--- config.mk ---
export PLATFORM = sky130hd
export DESIGN_NAME = benchmark_parity_pipe
export DESIGN_NICKNAME = d
export VERILOG_FILES = /design/src/rtl/benchmark_parity_pipe.sv
export SDC_FILE = /design/constraint.sdc
export NUM_CORES = 1
export LEC_CHECK = 0
export ABC_AREA = 0
export BUFFER_PORTS_ARGS = -buffer_cell sky130_fd_sc_hd__buf_2
export CORE_MARGIN = 2
export CORE_UTILIZATION = 30
export DETAILED_ROUTE_END_ITERATION = 7
export HOLD_SLACK_MARGIN = 0.08
export PLACE_DENSITY_LB_ADDON = 0.15
export SLEW_MARGIN = 10
export SYNTH_ARGS = -nofsm -noshare
export SYNTH_HDL_FRONTEND = slang
export SYNTH_SLANG_ARGS = --single-unit
--- constraint.sdc ---
create_clock -name clock -period 3.3 [get_ports clock]
set_input_delay 0.66 -clock clock [delete_from_list [all_inputs] [get_ports clock]]
set_output_delay 0.66 -clock clock [all_outputs]
set_load 0.02 [all_outputs]
--- src/rtl/benchmark_parity_pipe.sv ---
// Parity pipeline: captures two operand vectors and a 2-bit combine mode,
// forms a per-bit term, and XOR-reduces the terms across STAGES register
// stages followed by a registered output. A saturating counter tallies
// results that came out as 1.
module benchmark_parity_pipe #(
    parameter int WIDTH  = 6,
    parameter int STAGES = 2,
    parameter int CNT_W  = 8
) (
    input  logic             clock,
    input  logic             resetn,
    input  logic             in_valid,
    input  logic [1:0]       mode,
    input  logic [WIDTH-1:0] a_in,
    input  logic [WIDTH-1:0] b_in,
    input  logic             clr,
    output logic             out,
    output logic             out_valid,
    output logic [CNT_W-1:0] ones_count,
    output logic             count_sat
);

    // Stage 1 holds NG partial parities; each later stage halves the count,
    // so the last stage carries the full parity in bit 0 and zeros above.
    localparam int NG = 1 << (STAGES - 1);
    localparam logic [CNT_W-1:0] CNT_MAX = '1;

    logic             in_v_q;
    logic [1:0]       mode_q;
    logic [WIDTH-1:0] a_q;
    logic [WIDTH-1:0] b_q;
    logic [WIDTH-1:0] term;
    logic [NG-1:0]    grp;
    logic [STAGES:1]  vld_q;
    logic [NG-1:0]    part_q [1:STAGES];

    function automatic logic [NG-1:0] pair_xor(input logic [NG-1:0] p);
        logic [NG-1:0] r;
        r = '0;
        for (int g = 0; g < NG / 2; g++) begin
            r[g] = p[2*g] ^ p[2*g+1];
        end
        return r;
    endfunction

    // Input capture: operands and mode are held with the sample so that a
    // later mode change cannot affect samples already in flight.
    always_ff @(posedge clock or negedge resetn) begin
        if (!resetn) begin
            in_v_q <= 1'b0;
            mode_q <= 2'b00;
            a_q    <= '0;
            b_q    <= '0;
        end else begin
            in_v_q <= in_valid;
            if (in_valid) begin
                mode_q <= mode;
                a_q    <= a_in;
                b_q    <= b_in;
            end
        end
    end

    // Per-bit combine function selected by the captured mode.
    always_comb begin
        term = '0;
        case (mode_q)
            2'b00:   term = a_q ^ b_q;
            2'b01:   term = a_q | b_q;
            2'b10:   term = a_q & b_q;
            default: term = ~a_q | b_q;
        endcase
    end

    // Interleaved split of the terms into NG equal-as-possible groups.
    always_comb begin
        grp = '0;
        for (int i = 0; i < WIDTH; i++) begin
            grp[i % NG] = grp[i % NG] ^ term[i];
        end
    end

    // Reduction pipeline with a valid bit per stage.
    always_ff @(posedge clock or negedge resetn) begin
        if (!resetn) begin
            vld_q <= '0;
            for (int s = 1; s <= STAGES; s++) begin
                part_q[s] <= '0;
            end
        end else begin
            vld_q[1]  <= in_v_q;
            part_q[1] <= grp;
            for (int s = 2; s <= STAGES; s++) begin
                vld_q[s]  <= vld_q[s-1];
                part_q[s] <= pair_xor(part_q[s-1]);
            end
        end
    end

    // Output register: out only moves when a valid result arrives.
    always_ff @(posedge clock or negedge resetn) begin
        if (!resetn) begin
            out       <= 1'b0;
            out_valid <= 1'b0;
        end else begin
            out_valid <= vld_q[STAGES];
            if (vld_q[STAGES]) begin
                out <= ^part_q[STAGES];
            end
        end
    end

    // Saturating ones counter; clr takes priority over an increment.
    always_ff @(posedge clock or negedge resetn) begin
        if (!resetn) begin
            ones_count <= '0;
        end else if (clr) begin
            ones_count <= '0;
        end else if (out_valid && out && (ones_count != CNT_MAX)) begin
            ones_count <= ones_count + 1'b1;
        end
    end

    assign count_sat = (ones_count == CNT_MAX);

endmodule

# Word level (Yosys, flattened, before mapping)

Index checks and enable logic that the tools add are counted.

$add $sub $neg: 1
Multipliers: 0
Divide/modulo/power cells: 0
$lt $le $gt $ge: 0
Equal/unequal tests: 4
Shifts and indexed selects: 0
Multiplexer cells: 3
Bitwise operators: 10
Reduce and logical (&&, ||, !) cells: 5

Operator list:

| kind                | number |
|---|---|
| $pmux 6 s3          | 1 |
| $mux 8              | 2 |
| $or 6x6->6          | 2 |
| $add 8x1->8 const B | 1 |
| $eq 8x8->1 const B  | 1 |
| $ne 8x8->1 const B  | 1 |
| $and 6x6->6         | 1 |
| $not 6->6           | 1 |
| $xor 6x6->6         | 1 |
| $xor 1x1->1         | 5 |
| $eq 2x1->1 const B  | 1 |
| $eq 2x2->1 const B  | 1 |
| $logic_and 1x1->1   | 2 |
| $logic_not 2->1     | 1 |
| $reduce_bool 2->1   | 1 |
| $reduce_xor 2->1    | 1 |

Flip-flop bits (word level): 30
Latch bits: 0
Memory bits (writable): 0
ROM bits: 0
Input bits: 18
Memories: 0

# Logic depth before layout (Yosys ltp)

Gate-level depths: netlist (run 1).

Word-level depth: 5
Gate-level depth with buffers: 6
Depth with buffers taken out: 5

# Least setup slack after synthesis (run 1)

OpenSTA, ideal clock, no wires.

Path kind: flip-flop to output port
Start: register ones_count[0]
End: output count_sat
Arrival: 1242 ps
Data required time: 2640 ps
Slack: 1398 ps
Stages on the path, launching flop included: 5
Path buffers: 1
Cell sequence: dfrtp_1 -> ha_1 -> and3_1 -> buf_2 -> and2_1

Cells in the longest elaborated chain, start to end: 1

Ends and longest elaborated chain:

| what                     | RTL line | source |
|---|---|---|
| start: declaration       | 19       | `output logic [CNT_W-1:0] ones_count,` |
| start signal: assignment | 120      | `ones_count <= ones_count + 1'b1;` |
| $eq 8x8->1               | 124      | `assign count_sat = (ones_count == CNT_MAX);` |
| end: declaration         | 20       | `output logic count_sat` |

No other way between the ends.

# Worst setup path after layout (run 1)

Ends and elaborated chain as after synthesis.

==> flow_summary.yaml, run 1 <==
outcome:
  status: "complete, no violations"
cts:
  cts_resized: 0
  cts-hold-fix-buffers: 0
  cts_tree: "done"
  cts.sinks: 30
  clock_latency_ps: 270
  clkTransAtPathRegs_ps: 60
  post_cts_buffers: 0
  htreeDepth: 2
  cts_root_buf: "clkbuf_8"
  cts_buffers: 5
  clk_path_buf_depth: 2
setup_path:
  critPathMaxFanout: 6
  worstSetupPathType: "reg2out"
  endpoint: "count_sat"
  rr_worst_depth: 4
  crit_required_ps: 2640
  end_kind: "primary output"
  r2r-end: "part_q[3]"
  arrival_ps: 1520
  start_kind: "flip-flop"
  timing.rr.start: "mode_q[1]"
  reg2reg_slack_ps: 1580
  startpoint: "ones_count[0]"
sta:
  max_clock_freq_mhz: 457.8
  drv_slew: 0
  skew_ps: 2.070
  relSlewSlack: 0.5572
  rsz0062_at_grt: "false"
  period_share: 0.6620
  layout_min_cycle_time_ps: 2185
  setup_slack_ps: 1115
  holdWs_ps: 349.2
  finalSetupViolations: 0
  setup_tns_ps: 0
  hold_viol: 0
  worstMarginPinSlew_ps: 664.2
floorplan:
  io_pins: 29
  die_h_um: 75.45
  core_area_um2: 5010
  dieArea_um2: 5693
  initial_core_util: 0.3057
  die-width_um: 75.45
  core.rowCount: 26
min_path:
  worstHoldPathType: "reg2reg"
  worst_hold_startpoint: "in_v_q"
layout:
  final_area_um2: 1795
  final_core_util: 0.3584
  instances_no_fill: 220
  drive_above_1_share: 0.3667
  syn2layout_area_growth_pct: 17.24
  nets: 176
  antenna_cells: 0
yosys:
  synth.top_cell.area_share: 0.4902
  syn-instance-count: 123
  yosys-top-cells-area: "dfrtp_1, mux2_2, ha_1"
  syn_nets: 148
  syn_area_per_cell_um2: 12.45
  synth_top_family_by_area: "multiplexers"
  yosys_warnings: 0
  synthDistinctLibCells: 31
  synth_xor_area_frac: 0.09150
  synth_edf_count: 0
  yosys_most_used_dff: "dfrtp_1"
  yosys.area.top_type: "dfrtp_1"
  synth-adder-area-share: 0.05719
  seq_area_frac_synth: 0.4902
  yosysMostFrequentCell: "dfrtp_1"
  synth-simple-area-share: 0.1078
  async_flop_share: 1.000
  synth_mux_area_frac: 0.1536
  syn_area_um2: 1531
  synth_common_cells: "dfrtp_1, mux2_2, nor2_1"
  synth-compound-area-share: 0.06699
  synth-seq-cells: 30
routing:
  antenna_left: 0
  wl_mm: 2.666
  viasPerCell: 4.559
  route.detailed.drc: 0
  wire_per_inst_um: 12.12
  drtIter0Drc: 24
  firstDrtPassIters: 4
  num_vias: 1003
power_and_ir_drop:
  p_total_mw: 0.9420
  powerDensity_nw_per_um2: 524.6
  ir_worst_vdd_v: 0.0002327
  p_leak_nw: 0.8066
place:
  gp_congestion: 0.8223
  dp_hpwl_mm: 1.932
  dpl_worst_slack_ps: 1409
  portBuffers: 28
  place_inst: 214
  placed_area_um2: 1713
global_route:
  grt_pass1_wl_mm: 4.623
  grt_antenna_before_repair: 0
  track_usage: 0.1105
  grt.overflow.total: 0
  grt_pass1_vias: 1038
  grt_max_degree: 31
job:
  max-cap-violations: 0
[power breakdown]
part / switching (mW) / total [mW] / internal (mW)
sequential: 0.0493 / 0.469 / 0.419
clock: 0.121 / 0.281 / 0.160
combinational: 0.0876 / 0.192 / 0.105
total: 0.258 / 0.942 / 0.684
[area by class of cell]
class                      count  area [um2]
inverter                       1       3.754
fill                         523        3214
tap                           70       87.58
sequential                    30       750.7
multi-input combinational     85       730.7
timing repair buffer          28       140.1
clock buffer                   6       82.58
[worst min path at each step]
| stage | to | slack (ps) | depth (start not counted) |
|---|---|---|---|
| final | vld_q[1] | 350 | 0 |
| after global routing | vld_q[1] | 370 | 0 |
| after global placement | vld_q[1] | 330 | 0 |
| after detailed placement | vld_q[1] | 340 | 0 |
| after floorplan | vld_q[1] | 330 | 0 |
| after CTS | vld_q[1] | 350 | 0 |
[critical path: stages, from the launching register on]
cell and delay, ps:
dfrtp_1 410, ha_1 210, and3_1 320, and2_1 160, buf_2 150
[kinds of logic after synthesis]
| kind of cell | count (synthesis) |
|---|---|
| DFF | 30 |
| and+or+nand+nor | 28 |
| muxes | 20 |
| xor gates and xnor gates | 16 |
| AOI/OAI and AO/OA | 14 |
| buffers and inverters | 8 |
| adders and majority gates | 7 |
[registers in the layout (all words and copies together) (netlist names)]
name,flops
ones_count,8
a_q,6
b_q,6
part_q,3
mode_q,2
vld_q,2
in_v_q,1
out,1
out_valid,1
[placed cells by master (no fill, tap or decap), drive strengths merged]
cell type and count:
nor4b 2, nand3 2, mux2 19, a21o 1, a21oi 3, a31oi 1, ha 7, nor3 2
mux2i 1, inv 1, clkbuf 6, nor2b 2, dfrtp 30, buf 28, a211oi 5, nor2 10
xor2 8, nand2 1, and3 1, and2 1, xnor2 8, nand2b 4, o22ai 4, nand4 2
and4 1
[layer usage]
metal / wire length, um / track usage / vias to the layer above
met5: 0 / 0 / -
met4: 37 / 0.04678 / 0
met3: 182 / 0.03968 / 4
met2: 1351 / 0.1923 / 28
met1: 1095 / 0.1217 / 486
li1: - / - / 485
Note: power is estimated with default switching activity, not from simulation.
==> run 2, diff against run 1 <==
Clock period 3.3 ns to 1.9 ns, I/O delays scaled along.
==> flow_summary.yaml, run 2 (same netlist as run 1, synthesis figures left out) <==
outcome:
  status: "complete, no violations"
place:
  gp_congestion: 0.8151
  dpl_worst_slack_ps: 249.9
  dp_hpwl_mm: 1.921
  portBuffers: 28
cts:
  cts-hold-fix-buffers: 0
  clock_latency_ps: 280
  htreeDepth: 2
  cts_root_buf: "clkbuf_8"
  clkTransAtPathRegs_ps: 60
  cts.sinks: 30
  cts_tree: "done"
  clk_path_buf_depth: 2
  cts_buffers: 5
setup_path:
  startpoint: "ones_count[1]"
  worstSetupPathType: "reg2out"
  end_kind: "primary output"
  critPathMaxFanout: 6
  reg2reg_slack_ps: 280
  arrival_ps: 1400
  timing.rr.start: "mode_q[1]"
  crit_required_ps: 1520
  start_kind: "flip-flop"
power_and_ir_drop:
  powerDensity_nw_per_um2: 899.5
  p_leak_nw: 0.8186
  ir_worst_vdd_v: 0.0003923
layout:
  reg_top3: "ones_count: 8 flops, a_q: 6 flops, b_q: 6 flops"
  syn2layout_area_growth_pct: 19.04
  largest_reg_flops: 8
  drive_above_1_share: 0.4026
  antenna_cells: 0
  regMostFlops: "ones_count"
  nets: 179
  seqCellArea_um2: 750.7
  nFillCells: 534
  layout_common_cells: "dfrtp_1, buf_2, mux2_2, nor2_1"
  final_core_util: 0.3639
  multi_input_area_um2: 739.5
  layout_commonest_cell: "dfrtp_1"
floorplan:
  initial_core_util: 0.3057
  io_pins: 29
  die_h_um: 75.45
  die-width_um: 75.45
  core.rowCount: 26
  dieArea_um2: 5693
  core_area_um2: 5010
routing:
  firstDrtPassIters: 4
  num_vias: 1019
  route.detailed.drc: 0
  drtIter0Drc: 18
  antenna_left: 0
  wl_mm: 2.744
  viasPerCell: 4.549
  wire_per_inst_um: 12.25
job:
  max-cap-violations: 0
sta:
  max_clock_freq_mhz: 561.2
  period_share: 0.9379
  skew_ps: 3.866
  worstMarginPinSlew_ps: 679.6
  rsz0062_at_grt: "false"
  holdWs_ps: 133.6
  relSlewSlack: 0.5469
  setup_tns_ps: 0
  hold_viol: 0
  layout_min_cycle_time_ps: 1782
  setup_slack_ps: 118.0
  drv_slew: 0
  finalSetupViolations: 0
global_route:
  grt_max_degree: 31
  grt_pass1_vias: 988
  track_usage: 0.1117
  grt_antenna_before_repair: 0
  grt.overflow.total: 0
  grt_pass1_wl_mm: 4.547
min_path:
  worstHoldPathType: "in2async"
==> run 2: cell type report <==
type | count | area share
multi-input combinational | 85 | 0.4056
timing repair buffer | 31 | 0.08922
inverter | 1 | 0.002059
tap | 70 | 0.04804
clock inverter | 2 | 0.005491
clock buffer | 5 | 0.03775
sequential | 30 | 0.4118
==> run 2: per-layer routing <==
layer  wire, um  GRT usage  vias up
met5          0          0        -
li1           -          -      491
met3        185    0.05159        5
met1       1118     0.1211      488
met4         55    0.05458        0
met2       1385     0.1845       35
==> run 2: report_power, final <==
group	internal [mW]	switching, mW	leakage (nW)	total, mW
combinational	0.190	0.156	0.407	0.346
sequential	0.728	0.0824	0.368	0.810
clock	0.245	0.239	0.0438	0.484
==> run 2: path summary, 6_finish.rpt <==
kind / cells past startpoint / to
min in group clock: 2 / b_q[4]
worst min-delay path: 1 / ones_count[5]
worst max-delay path: 4 / count_sat
worst max register to register: 4 / part_q[3]
max in group asynchronous: 1 / a_q[0]
worst min register to register: 0 / vld_q[2]
==> run 2: critical path, cell delays in order, from the launching register on <==
cell and delay (ps):
dfrtp_1 410, ha_2 210, and3_4 190, and2_1 150
buf_2 150
==> run 2: what timing repair did <==
item | in CTS | in global routing
pin swaps | 0 | 1
setup buffers | 1 | 2
resized for setup | 1 | 3
endpoints found under the setup margin | 1 | 1
==> run 2: metrics by stage <==
stage	std cells	power [mW]	area, um2
floorplan	123	1.074	1531
global placement	214	1.153	1713
detailed placement	214	1.166	1713
CTS	222	1.673	1800
global route	224	1.766	1823
finish	224	1.640	1823
==> run 3, diff against run 2 <==
--- a/config.mk
+++ b/config.mk
@@ -13,4 +13,6 @@
 export HOLD_SLACK_MARGIN = 0.08
 export PLACE_DENSITY_LB_ADDON = 0.15
+export RECOVER_POWER = 50
+export SETUP_SLACK_MARGIN = 0.3
 export SLEW_MARGIN = 10
 export SYNTH_ARGS = -nofsm -noshare
==> constraint.sdc (replaced) <==
create_clock -name clock -period 1.9 [get_ports clock]
set_input_delay 0.38 -clock clock [delete_from_list [all_inputs] [get_ports clock]]
set_output_delay 0.38 -clock clock [all_outputs]
set_load 0.005 [all_outputs]
==> flow_summary.yaml, run 3 (same netlist as run 1, synthesis figures left out) <==
cts:
  cts.sinks: 30
  cts_root_buf: "clkbuf_8"
  htreeDepth: 2
  cts_tree: "done"
  cts-hold-fix-buffers: 0
  clock_latency_ps: 270
  cts_buffers: 5
  clkTransAtPathRegs_ps: 60
  clk_path_buf_depth: 2
routing:
  drtIter0Drc: 27
  wire_per_inst_um: 12.29
  wl_mm: 2.790
  viasPerCell: 4.551
  antenna_left: 0
  route.detailed.drc: 0
  firstDrtPassIters: 4
  num_vias: 1033
setup_path:
  rr_worst_depth: 6
  slowest_delay_ps: 380
  worstSetupPathType: "reg2out"
  crit_required_ps: 1520
  cpMaxStageDelayCell: "dfrtp_1"
  start_kind: "flip-flop"
  timing.rr.start: "ones_count[0]"
  startpoint: "ones_count[0]"
  cp_num_buf_inv: 1
  end_kind: "primary output"
  cp.depth: 4
  reg2reg_slack_ps: 360
  arrival_ps: 1250
  critPathMaxFanout: 3
  crit_family: "flip-flops"
  path_cells: "ha_2 -> and3_4 -> and2_4 -> buf_6"
power_and_ir_drop:
  p_int_mw: 1.187
  powerDensity_nw_per_um2: 866.0
  swShare: 0.2703
  ir_worst_vdd_v: 0.0002960
  pwr-share-seq: 0.499
  p_leak_nw: 0.8326
  combPwrFrac: 0.215
  power.switching_mw: 0.4396
  power.share.clock: 0.286
global_route:
  grt.overflow.total: 0
  grt_max_degree: 31
  track_usage: 0.1123
  grt_antenna_before_repair: 0
  grt_pass1_vias: 1063
  grt_pass1_wl_mm: 4.657
floorplan:
  die-width_um: 75.45
  die_h_um: 75.45
  core_area_um2: 5010
  initial_core_util: 0.3057
  core.rowCount: 26
  dieArea_um2: 5693
  io_pins: 29
place:
  portBuffers: 28
  dp_hpwl_mm: 1.950
  gp_congestion: 0.8219
  placed_area_um2: 1713
outcome:
  status: "complete, no violations"
layout:
  regMostFlops: "ones_count"
  drive_above_1_share: 0.4395
  nFillCells: 519
  multi_input_area_um2: 767.0
  final_core_util: 0.3749
  nets: 182
  final_area_um2: 1878
  layout_commonest_cell: "dfrtp_1"
  largest_reg_flops: 8
  syn2layout_area_growth_pct: 22.63
  seqCellArea_um2: 753.2
  layout_common_cells: "dfrtp_1, buf_2, mux2_2, nor2_1"
  antenna_cells: 0
  reg_top3: "ones_count: 8 flops, a_q: 6 flops, b_q: 6 flops"
sta:
  layout_min_cycle_time_ps: 1635
  setup_tns_ps: 0
  period_share: 0.8605
  relSlewSlack: 0.4837
  worstMarginPinSlew_ps: 774.4
  drv_slew: 0
  rsz0062_at_grt: "true"
  max_clock_freq_mhz: 611.6
  skew_ps: 2.872
  finalSetupViolations: 0
  hold_viol: 0
min_path:
  worstHoldPathType: "in2async"
job:
  max-cap-violations: 0
[run 3: through the flow]
| step | instances | setup slack, ps | hold WS, ps | total power, mW |
|---|---|---|---|---|
| after floorplan | 123 | 384.2 | 84.41 | 1.050 |
| after global placement | 214 | 291.1 | 333.7 | 1.127 |
| after detailed placement | 214 | 261.6 | 335.5 | 1.146 |
| after CTS | 224 | 244.0 | 156.9 | 1.646 |
| after global routing | 227 | 211.0 | 189.5 | 1.739 |
| final | 227 | 265.1 | 145.9 | 1.626 |
[run 3: layout make-up]
class,count,area share
multi-input cells,85,0.4084
flip-flops and latches,30,0.4011
repair buffers,34,0.1013
well taps,70,0.04664
clock buffers,7,0.04064
inverters,1,0.001999
[run 3: what timing repair did]
| item | 4_1_cts | 5_1_grt |
|---|---|---|
| endpoints found under the setup margin | 3 | 4 |
| pin swaps | 2 | 1 |
| gates resized for setup | 6 | 7 |
| setup buffers | 3 | 3 |
| endpoints found under the hold margin | 0 | 0 |
[run 3: worst paths after layout]
check                                 to
setup reg to reg           ones_count[5]
setup / recovery               count_sat
hold reg to reg                 vld_q[2]
min in group clock                b_q[3]
max in group asynchronous  ones_count[3]
hold / removal             ones_count[5]
[run 3: power by group through the flow]
stage	clock network (mW)	logic (mW)	registers [mW]
global placement	0	0.302	0.825
global route	0.520	0.393	0.827
finish	0.465	0.350	0.812
detailed placement	0	0.315	0.830
floorplan	0	0.254	0.796
CTS	0.495	0.336	0.815
[run 3: metal layers]
metal | GRT usage | vias up | wire [um]
met5 | 0 | - | 0
met4 | 0.05263 | 0 | 22
met3 | 0.04762 | 2 | 160
met2 | 0.1990 | 29 | 1461
met1 | 0.1140 | 508 | 1146
li1 | - | 494 | -
